[src/rtl/rotator_arbiter.sv]
// Round-robin front end for one shared right-rotator: picks a requester, drives the rotator,
// and returns results in acceptance order through a credit-protected 2-entry buffer.
// Optional burst locking is compiled in with ROTATOR_ARB_LOCK_EN (adds the req_lock port).
module rotator_arbiter #(
   parameter int NUM_REQ            = 4,
   parameter int DATAWIDTH          = 32,
   parameter int SHIFTBITS_PER_STEP = 1,
   parameter int ROT_LATENCY        = 1,
   localparam int ROTW = $clog2(DATAWIDTH / SHIFTBITS_PER_STEP),
   localparam int IDW  = ($clog2(NUM_REQ) > 1) ? $clog2(NUM_REQ) : 1
) (
   input  logic                      clk,
   input  logic                      reset,
   input  logic [NUM_REQ-1:0]        req_valid,
   output logic [NUM_REQ-1:0]        req_ready,
   input  logic [NUM_REQ*DATAWIDTH-1:0] req_data,
   input  logic [NUM_REQ*ROTW-1:0]   req_rot,
`ifdef ROTATOR_ARB_LOCK_EN
   input  logic [NUM_REQ-1:0]        req_lock,
`endif
   output logic [DATAWIDTH-1:0]      rot_data_in,
   output logic [ROTW-1:0]           rot_rotation_right,
   input  logic [DATAWIDTH-1:0]      rot_data_out,
   output logic                      out_valid,
   input  logic                      out_ready,
   output logic [DATAWIDTH-1:0]      out_data,
   output logic [IDW-1:0]            out_id
);

   logic [IDW-1:0]       ptr;
   logic [IDW-1:0]       ptr_next;
   logic [IDW-1:0]       winner;
   logic [IDW-1:0]       hi_idx;
   logic [IDW-1:0]       lo_idx;
   logic                 hi_any;
   logic                 lo_any;
   logic                 any_valid;
   logic                 has_credit;
   logic                 issue;
   logic                 accept;
   logic                 lock_sel;
   logic                 pop;
   logic                 push;
   logic [DATAWIDTH-1:0] push_data;
   logic [IDW-1:0]       push_id;
   logic                 inflight_q;
   logic [1:0]           occ;
   logic [2:0]           load;
   logic [2:0]           limit;
   logic [DATAWIDTH-1:0] head_data;
   logic [DATAWIDTH-1:0] tail_data;
   logic [IDW-1:0]       head_id;
   logic [IDW-1:0]       tail_id;

   // Lowest valid index at/after the pointer wins; otherwise wrap to the lowest valid index.
   always_comb begin
      hi_any = 1'b0;
      lo_any = 1'b0;
      hi_idx = '0;
      lo_idx = '0;
      for (int i = NUM_REQ - 1; i >= 0; i--) begin
         if (req_valid[i]) begin
            lo_any = 1'b1;
            lo_idx = IDW'(i);
            if (IDW'(i) >= ptr) begin
               hi_any = 1'b1;
               hi_idx = IDW'(i);
            end
         end
      end
      any_valid = lo_any;
      winner    = hi_any ? hi_idx : lo_idx;
   end

   assign pop        = out_valid & out_ready;
   assign load       = {1'b0, occ} + {2'b00, inflight_q};
   assign limit      = 3'd2 + {2'b00, pop};
   assign has_credit = load < limit;
   assign issue      = any_valid & has_credit & ~reset;

   always_comb begin
      req_ready          = '0;
      rot_data_in        = '0;
      rot_rotation_right = '0;
      lock_sel           = 1'b0;
      for (int i = 0; i < NUM_REQ; i++) begin
         if (issue && (winner == IDW'(i))) begin
            req_ready[i]       = 1'b1;
            rot_data_in        = req_data[i*DATAWIDTH +: DATAWIDTH];
            rot_rotation_right = req_rot[i*ROTW +: ROTW];
`ifdef ROTATOR_ARB_LOCK_EN
            lock_sel           = req_lock[i];
`endif
         end
      end
   end

   assign accept = |(req_valid & req_ready);

   // A locked winner keeps the pointer on itself; it loses priority once it drops valid.
   always_comb begin
      ptr_next = ptr;
      if (accept) begin
         if (lock_sel)
            ptr_next = winner;
         else if (winner == IDW'(NUM_REQ - 1))
            ptr_next = '0;
         else
            ptr_next = winner + 1'b1;
      end
   end

   always_ff @(posedge clk) begin
      if (reset)
         ptr <= '0;
      else
         ptr <= ptr_next;
   end

   assign push_data = rot_data_out;

   if (ROT_LATENCY == 0) begin : g_lat0
      assign inflight_q = 1'b0;
      assign push       = accept;
      assign push_id    = winner;
   end else begin : g_lat1
      logic [IDW-1:0] inflight_id;
      always_ff @(posedge clk) begin
         if (reset) begin
            inflight_q  <= 1'b0;
            inflight_id <= '0;
         end else begin
            inflight_q  <= accept;
            inflight_id <= winner;
         end
      end
      assign push    = inflight_q;
      assign push_id = inflight_id;
   end

   // Two-slot buffer, head slot drives the output directly.
   always_ff @(posedge clk) begin
      if (reset) begin
         occ       <= 2'd0;
         head_data <= '0;
         head_id   <= '0;
         tail_data <= '0;
         tail_id   <= '0;
      end else begin
         case (occ)
            2'd0: begin
               if (push) begin
                  head_data <= push_data;
                  head_id   <= push_id;
                  occ       <= 2'd1;
               end
            end
            2'd1: begin
               if (push && pop) begin
                  head_data <= push_data;
                  head_id   <= push_id;
               end else if (push) begin
                  tail_data <= push_data;
                  tail_id   <= push_id;
                  occ       <= 2'd2;
               end else if (pop) begin
                  occ <= 2'd0;
               end
            end
            default: begin
               if (pop) begin
                  head_data <= tail_data;
                  head_id   <= tail_id;
                  if (push) begin
                     tail_data <= push_data;
                     tail_id   <= push_id;
                  end else begin
                     occ <= 2'd1;
                  end
               end
            end
         endcase
      end
   end

   always_ff @(posedge clk) begin
      if (!reset && (occ == 2'd2) && !pop)
         assert (!push);
   end

   assign out_valid = (occ != 2'd0);
   assign out_data  = head_data;
   assign out_id    = head_id;

endmodule

[config.mk]
export PLATFORM = sky130hd
export DESIGN_NAME = rotator_arbiter
export DESIGN_NICKNAME = d
export VERILOG_FILES = /design/src/rtl/rotator_arbiter.sv
export SDC_FILE = /design/constraint.sdc
export NUM_CORES = 1
export LEC_CHECK = 0
export BUFFER_PORTS_ARGS = -buffer_cell sky130_fd_sc_hd__buf_2
export CAP_MARGIN = 5
export CORE_AREA = 5 5 110 133
export CTS_CLUSTER_SIZE = 40
export DETAILED_ROUTE_END_ITERATION = 16
export DIE_AREA = 0 0 115 138
export GPL_ROUTABILITY_DRIVEN = 0
export MAX_ROUTING_LAYER = met4
export PLACE_DENSITY = 0.7
export SYNTH_ARGS = -nofsm -noshare
export SYNTH_HDL_FRONTEND = slang
export SYNTH_SLANG_ARGS = --single-unit
[constraint.sdc]
create_clock -name clk -period 2.4 [get_ports clk]
set_input_delay 0.36 -clock clk [delete_from_list [all_inputs] [get_ports clk]]
set_output_delay 0.36 -clock clk [all_outputs]
set_load 0.01 [all_outputs]
==> results of run 1 <==
-- synth_stat cells, drive strengths merged, types with 2 or more instances --
| master | number | area, um^2 |
|---|---|---|
| nand2b | 6 | 37.5 |
| mux2i | 35 | 350 |
| ha | 6 | 75.1 |
| a22oi | 39 | 293 |
| nor2 | 77 | 292 |
| inv | 8 | 30.0 |
| o21a | 39 | 293 |
| nand3b | 2 | 15.0 |
| dfxtp | 75 | 1500 |
| nor2b | 3 | 18.8 |
| buf | 24 | 148 |
| nand2 | 107 | 404 |
| and3 | 2 | 12.5 |
| o21ai | 40 | 204 |
| a211oi | 35 | 263 |
| a21oi | 75 | 375 |
| clkbuf | 35 | 131 |
| o22ai | 2 | 12.5 |
-- state kept, by name (all words and copies together), names as in the netlist --
name                cells
g_lat1.inflight_id      2
inflight_q              1
occ                     2
out_data               32
out_id                  2
ptr                     2
tail_data              32
tail_id                 2
-- cells by family (layout without fill, tap and decap cells) --
family | count (synthesis) | count (layout)
compound gates | 233 | 233
simple gates | 200 | 200
flops | 75 | 75
buf+inv | 67 | 349
mux | 36 | 36
fa+ha+maj | 6 | 6
other cells | 0 | 1
-- worst max path at each step --
stage                             from               endpoint  slack [ns]  cells after the start
final                           ptr[1]        rot_data_in[29]       -0.26                     12
after global routing            ptr[1]        rot_data_in[27]       -0.34                     12
after CTS                       ptr[1]        rot_data_in[28]       -0.22                     12
after detailed placement  req_valid[0]         rot_data_in[5]       -0.19                     12
after global placement    req_valid[0]  rot_rotation_right[0]       -0.14                     12
after floorplan           req_valid[2]         rot_data_in[1]        0.04                     11
-- worst min-delay path: cells and delay by family --
kind | cells | cell delay [ns]
AO/OA/AOI/OAI | 1 | 0.05
buffers and inverters | 1 | 0.10
AND/OR/NAND/NOR | 1 | 0.05
-- timing repair --
item / in CTS / in global routing
resized for setup: 81 / 50
gates cloned: 6 / 5
setup endpoints to repair: 41 / 42
buffers inserted: 6 / 5
pin swaps: 21 / 38
-- final cells by class --
class	count	area, um^2	area share, %
clock inverters	2	12.5	0.173
clock buffers	13	250	3.46
multi-input cells	475	3010	41.6
inverters	8	37.5	0.519
flip-flops and latches	75	1510	20.8
diodes	1	2.50	0.0346
well taps	168	210	2.91
repair buffers	326	2200	30.5
-- per-layer routing --
metal  up-vias  global-route usage (%)  routed length [um]
li1       2725                       -                   -
met1      2484                    25.3                7210
met2       238                    34.5                8910
met3        25                    5.33                1610
met4         0                    7.17                 375
met5         -                       -                   0
-- stage by stage --
| step | setup TNS (ns) | cell area [um^2] | hold WS, ns | setup WS (ns) | std cells |
|---|---|---|---|---|---|
| floorplan | 0 | 4540 | 0.431 | 0.0359 | 617 |
| global placement | -2.36 | 6220 | 0.438 | -0.141 | 1031 |
| detailed placement | -3.99 | 6220 | 0.447 | -0.195 | 1031 |
| CTS | -6.85 | 6890 | 0.273 | -0.219 | 1058 |
| global route | -11.05 | 7230 | 0.277 | -0.343 | 1068 |
| finish | -7.66 | 7230 | 0.281 | -0.258 | 1068 |
-- placed cells by master, fill, tap and decap left out, drive strengths merged --
cell type / n
nor3b: 1
clkinvlp: 1
o21ai: 40
nor2b: 3
nand2b: 6
nand2: 107
nand3: 1
a21o: 1
nand3b: 2
mux2i: 35
ha: 6
a311oi: 1
nor2: 77
and2: 1
inv: 8
a22oi: 39
dfxtp: 75
clkbuf: 18
buf: 321
o21a: 39
a211oi: 35
o22a: 1
diode: 1
and3: 2
clkinv: 1
a21oi: 75
mux2: 1
o22ai: 2
-- power by group --
part           leakage (nW)  internal, mW  total, mW  switching, mW
Clock                 0.126         0.720       1.18          0.463
Combinational          2.42          2.20       4.46           2.26
Sequential            0.613          1.45       1.56          0.108
==> flow_metrics.tcl, run 1 <==
set metrics [dict create \
    status "finished with violations" \
    violations "setup timing" \
    synth_compound_area_share_pct 32.7 \
    reg2reg_from "ptr[1]" \
    antenna_found_initial 1 \
    path_cells "a21o_1 > a21oi_2 > o22ai_4 > inv_2 > ha_4 > inv_6 > buf_12 > clkbuf_16 > o21a_1 > a22oi_1 > nor2_1 > buf_2" \
    nets 1088 \
    grtUsageTotal_pct 21.2 \
    clock_skew_ns 0.00392 \
    io_pins 263 \
    critPathCaptureType "output port" \
    synth_seq_area_share_pct 33.1 \
    cts_tree "yes" \
    first_pass_iters 4 \
    p_leak_nw 3.16 \
    yosys_register_bits 75 \
    portBuffers 262 \
    clk_path_buf_depth 2 \
    die_x_um 115 \
    post-route-period-util_pct 111 \
    cts_buffers 9 \
    cp_max_fo 7 \
    reg2reg_slack_ns 0.08 \
    p_per_area_nw_per_um2 995 \
    yosysWarnings 0 \
    critPathTopFamily "compound AO/OA/AOI/OAI gates" \
    min_path_cells 3 \
    drive_gt1_share_pct 44.9 \
    ir_drop_v 0.000796 \
    path_class "reg -> out" \
    worst_r2r_path_depth 13 \
    synth_cell_types 32 \
    ant_nets 0 \
    insertion_delay_ns 0.32 \
    coreArea_um2 13100 \
    dp_hpwl_um 12900 \
    setup_slack_ns -0.258 \
    hold-path-endpoint "tail_data[24]" \
    maxCapViolations 0 \
    maxSlewHeadroom_pct 48.8 \
    slew_violations 0 \
    reg2reg_to "ptr[1]" \
    wl_per_cell_um 17.0 \
    drt_wl_total_um 18100 \
    period_minus_slack_ns 2.66 \
    synth.avg_cell_area_um2 7.35 \
    cts.clk_slew.worst_paths_ns 0.05 \
    synth-main-ff-cell "dfxtp_1" \
    cts_root_buf "clkbuf_16" \
    rows 46 \
    total_power_mw 7.20 \
    post_synth_xor_area_fraction_pct 0 \
    grt.overflow.total 0 \
    synthesis.nets 810 \
    die_area_um2 15900 \
    max_stage_delay_ns 0.33 \
    synth_top_family_by_area "compound AO/OA/AOI/OAI gates" \
    required_ns 2.04 \
    worstHoldStart "rot_data_out[24]" \
    synth-edff-count 0 \
    dieHeight_um 138 \
    yosys.area_share.simple_pct 17.7 \
    synth_fa_ha_area_share_pct 1.66 \
    hold_viol 0 \
    ctsHoldBuffers 0 \
    synth-async-reset-ratio_pct 0 \
    drt-vias-per-instance 5.12 \
    rsz0062_at_grt "true" \
    fill_cells 1261 \
    via_count 5472 \
    grt_pass1_wl_um 26400 \
    synthesis.area_um2 4530 \
    worst_pin_slew_ns 0.767 \
    cts_sinks 75 \
    grt_pass1_vias 5116 \
    setup_viol 38 \
    crit_path_top_delay_cell "dfxtp_2" \
    arrival_ns 2.30 \
    syn_to_final_growth_pct 59.5 \
    drc 0 \
    grt_max_degree 75 \
    min_path_type "in -> reg" \
    htree_levels 3 \
    cp-start-kind "register" \
    synthMuxAreaShare_pct 7.98 \
    drt_iter0_drc 409 \
    post-route-util_pct 55.1 \
    synth_cells 617 \
    start_util_pct 34.5 \
    max_freq_mhz 376 \
    path_buf_inv 5 \
]
(Power assumes the default switching activity.)
==> inputs of run 2 (changes only) <==
--- a/config.mk
+++ b/config.mk
@@ -12,7 +12,6 @@
 export DETAILED_ROUTE_END_ITERATION = 16
 export DIE_AREA = 0 0 115 138
 export GPL_ROUTABILITY_DRIVEN = 0
-export MAX_ROUTING_LAYER = met4
 export PLACE_DENSITY = 0.7
 export SYNTH_ARGS = -nofsm -noshare
 export SYNTH_HDL_FRONTEND = slang
==> run 2 against run 1 <==
  * The flow still finishes with violations (setup timing)
  * Count of clock-buffer cells in the layout unchanged
  * Die area did not move
  * Setup slack improved by 0.0023 ns
  * Sequential share of layout area hardly changed
  * Critical endpoint is now rot_data_in[22]
  * Largest cell class unchanged
  * Highest routed layer is now met5
==> flow_metrics.tcl, run 2 (same netlist as run 1, synthesis figures left out) <==
set metrics [dict create \
    status "finished with violations" \
    violations "setup timing" \
    grtUsageTotal_pct 20.6 \
    period_minus_slack_ns 2.66 \
    cts_root_buf "clkbuf_16" \
    switching_power_mw 2.82 \
    coreArea_um2 13100 \
    dieHeight_um 138 \
    io_pins 263 \
    cts_tree "yes" \
    setup_slack_ns -0.256 \
    critPathCaptureType "output port" \
    syn_to_final_growth_pct 59.5 \
    cts.clk_slew.worst_paths_ns 0.05 \
    required_ns 2.04 \
    final_area_um2 7230 \
    maxCapViolations 0 \
    setup_viol 38 \
    nets 1088 \
    grt_pass1_vias 5106 \
    p_int_mw 4.37 \
    cts_buffers 9 \
    path_class "reg -> out" \
    drc 0 \
    final_common_cell "buf_2" \
    ctsHoldBuffers 0 \
    arrival_ns 2.30 \
    via_count 5465 \
    hold_viol 0 \
    post-route-period-util_pct 111 \
    die_area_um2 15900 \
    drt_iter0_drc 336 \
    min_path_type "in -> reg" \
    power_frac_comb_pct 61.9 \
    p_per_area_nw_per_um2 995 \
    worst_pin_slew_ns 0.775 \
    drive_gt1_share_pct 44.9 \
    post-route-util_pct 55.1 \
    path_cells "a21o_1 > a21oi_2 > o22ai_4 > buf_6 > ha_4 > buf_4 > buf_12 > a21oi_2 > o21ai_1 > a22oi_1 > nor2_1 > buf_2" \
    rsz0062_at_grt "true" \
    p_sw_share_pct 39.3 \
    portBuffers 262 \
    cp-start-kind "register" \
    final_cell_mix "255 x buf_2, 106 x nand2_1, 73 x nor2_1, 71 x dfxtp_1, 57 x a21oi_1" \
    crit_path_top_delay_cell "dfxtp_2" \
    grt_pass1_wl_um 26400 \
    clkPwrFrac_pct 16.5 \
    grt.overflow.total 0 \
    ir_drop_v 0.000802 \
    wl_per_cell_um 16.9 \
    slew_violations 0 \
    grt_max_degree 75 \
    insertion_delay_ns 0.32 \
    p_seq_share_pct 21.6 \
    rows 46 \
    clock_skew_ns 0.00369 \
    htree_levels 3 \
    die_x_um 115 \
    cp_common_cell "a21oi_2" \
    cts_sinks 75 \
    p_leak_nw 3.16 \
    max_stage_delay_ns 0.32 \
    fill_cells 1262 \
    max_freq_mhz 377 \
    diodes 0 \
    dp_hpwl_um 12900 \
    start_util_pct 34.5 \
    clk_path_buf_depth 2 \
    maxSlewHeadroom_pct 48.3 \
    cp_max_fo 10 \
    first_pass_iters 5 \
    drt_wl_total_um 18000 \
    drt-vias-per-instance 5.12 \
    place_area_um2 6220 \
    antenna_found_initial 1 \
    ant_nets 0 \
]
==> run 2: routing by layer <==
layer,vias to the layer above,global-route usage [%],routed length (um)
li1,2724,-,-
met1,2477,24.6,7100
met2,231,34.6,8780
met3,31,6.15,1670
met4,2,7.17,484
met5,-,0,7
==> run 2: what timing repair did <==
| action | CTS | global route |
|---|---|---|
| buffers inserted | 6 | 5 |
| gates resized for setup | 81 | 50 |
| pin swaps | 21 | 38 |
| endpoints found under the setup margin | 41 | 42 |
| cloned | 6 | 5 |
==> run 2: layout make-up <==
cell class | instances | area, um^2 | area share, %
inverters | 8 | 37.5 | 0.519
multi-input cells | 475 | 3010 | 41.6
clock inverters | 2 | 12.5 | 0.173
clock buffers | 13 | 250 | 3.46
flip-flops and latches | 75 | 1510 | 20.8
repair buffers | 326 | 2200 | 30.5
well taps | 168 | 210 | 2.91
==> run 2: critical path: cells and delay by family (launching register included) <==
family | cells | cell delay [ns]
compound gates | 6 | 0.82
fa+ha+maj | 1 | 0.20
buf+inv | 4 | 0.58
flops | 1 | 0.32
simple gates | 1 | 0.05
==> run 2: final timing paths <==
path,cells past startpoint,start,to,slack (ns)
max,12,ptr[1],rot_data_in[22],-0.26
max reg2reg,13,ptr[1],ptr[1],0.08
min,3,rot_data_out[24],tail_data[24],0.28
min reg2reg,2,g_lat1.inflight_id[0],tail_id[0],0.45
==> run 2: per-stage QoR <==
stage          TNS [ns]  hold slack (ns)  setup slack (ns)  power, mW  std cells
2_1_floorplan         0            0.431            0.0359       3.56        617
3_3_place_gp      -2.36            0.438            -0.141       4.90       1031
3_5_place_dp      -3.99            0.447            -0.195       4.94       1031
4_1_cts           -6.85            0.273            -0.219       6.77       1058
5_1_grt          -11.06            0.277            -0.342       7.66       1067
6_report          -7.54            0.281            -0.256       7.19       1067
==> run 2: power groups by stage <==
stage | Sequential [mW] | Combinational (mW) | Clock [mW]
3_3_place_gp | 1.57 | 3.33 | 0
4_1_cts | 1.56 | 4.01 | 1.21
6_report | 1.56 | 4.45 | 1.19
5_1_grt | 1.58 | 4.81 | 1.26
3_5_place_dp | 1.58 | 3.36 | 0
2_1_floorplan | 1.64 | 1.92 | 0
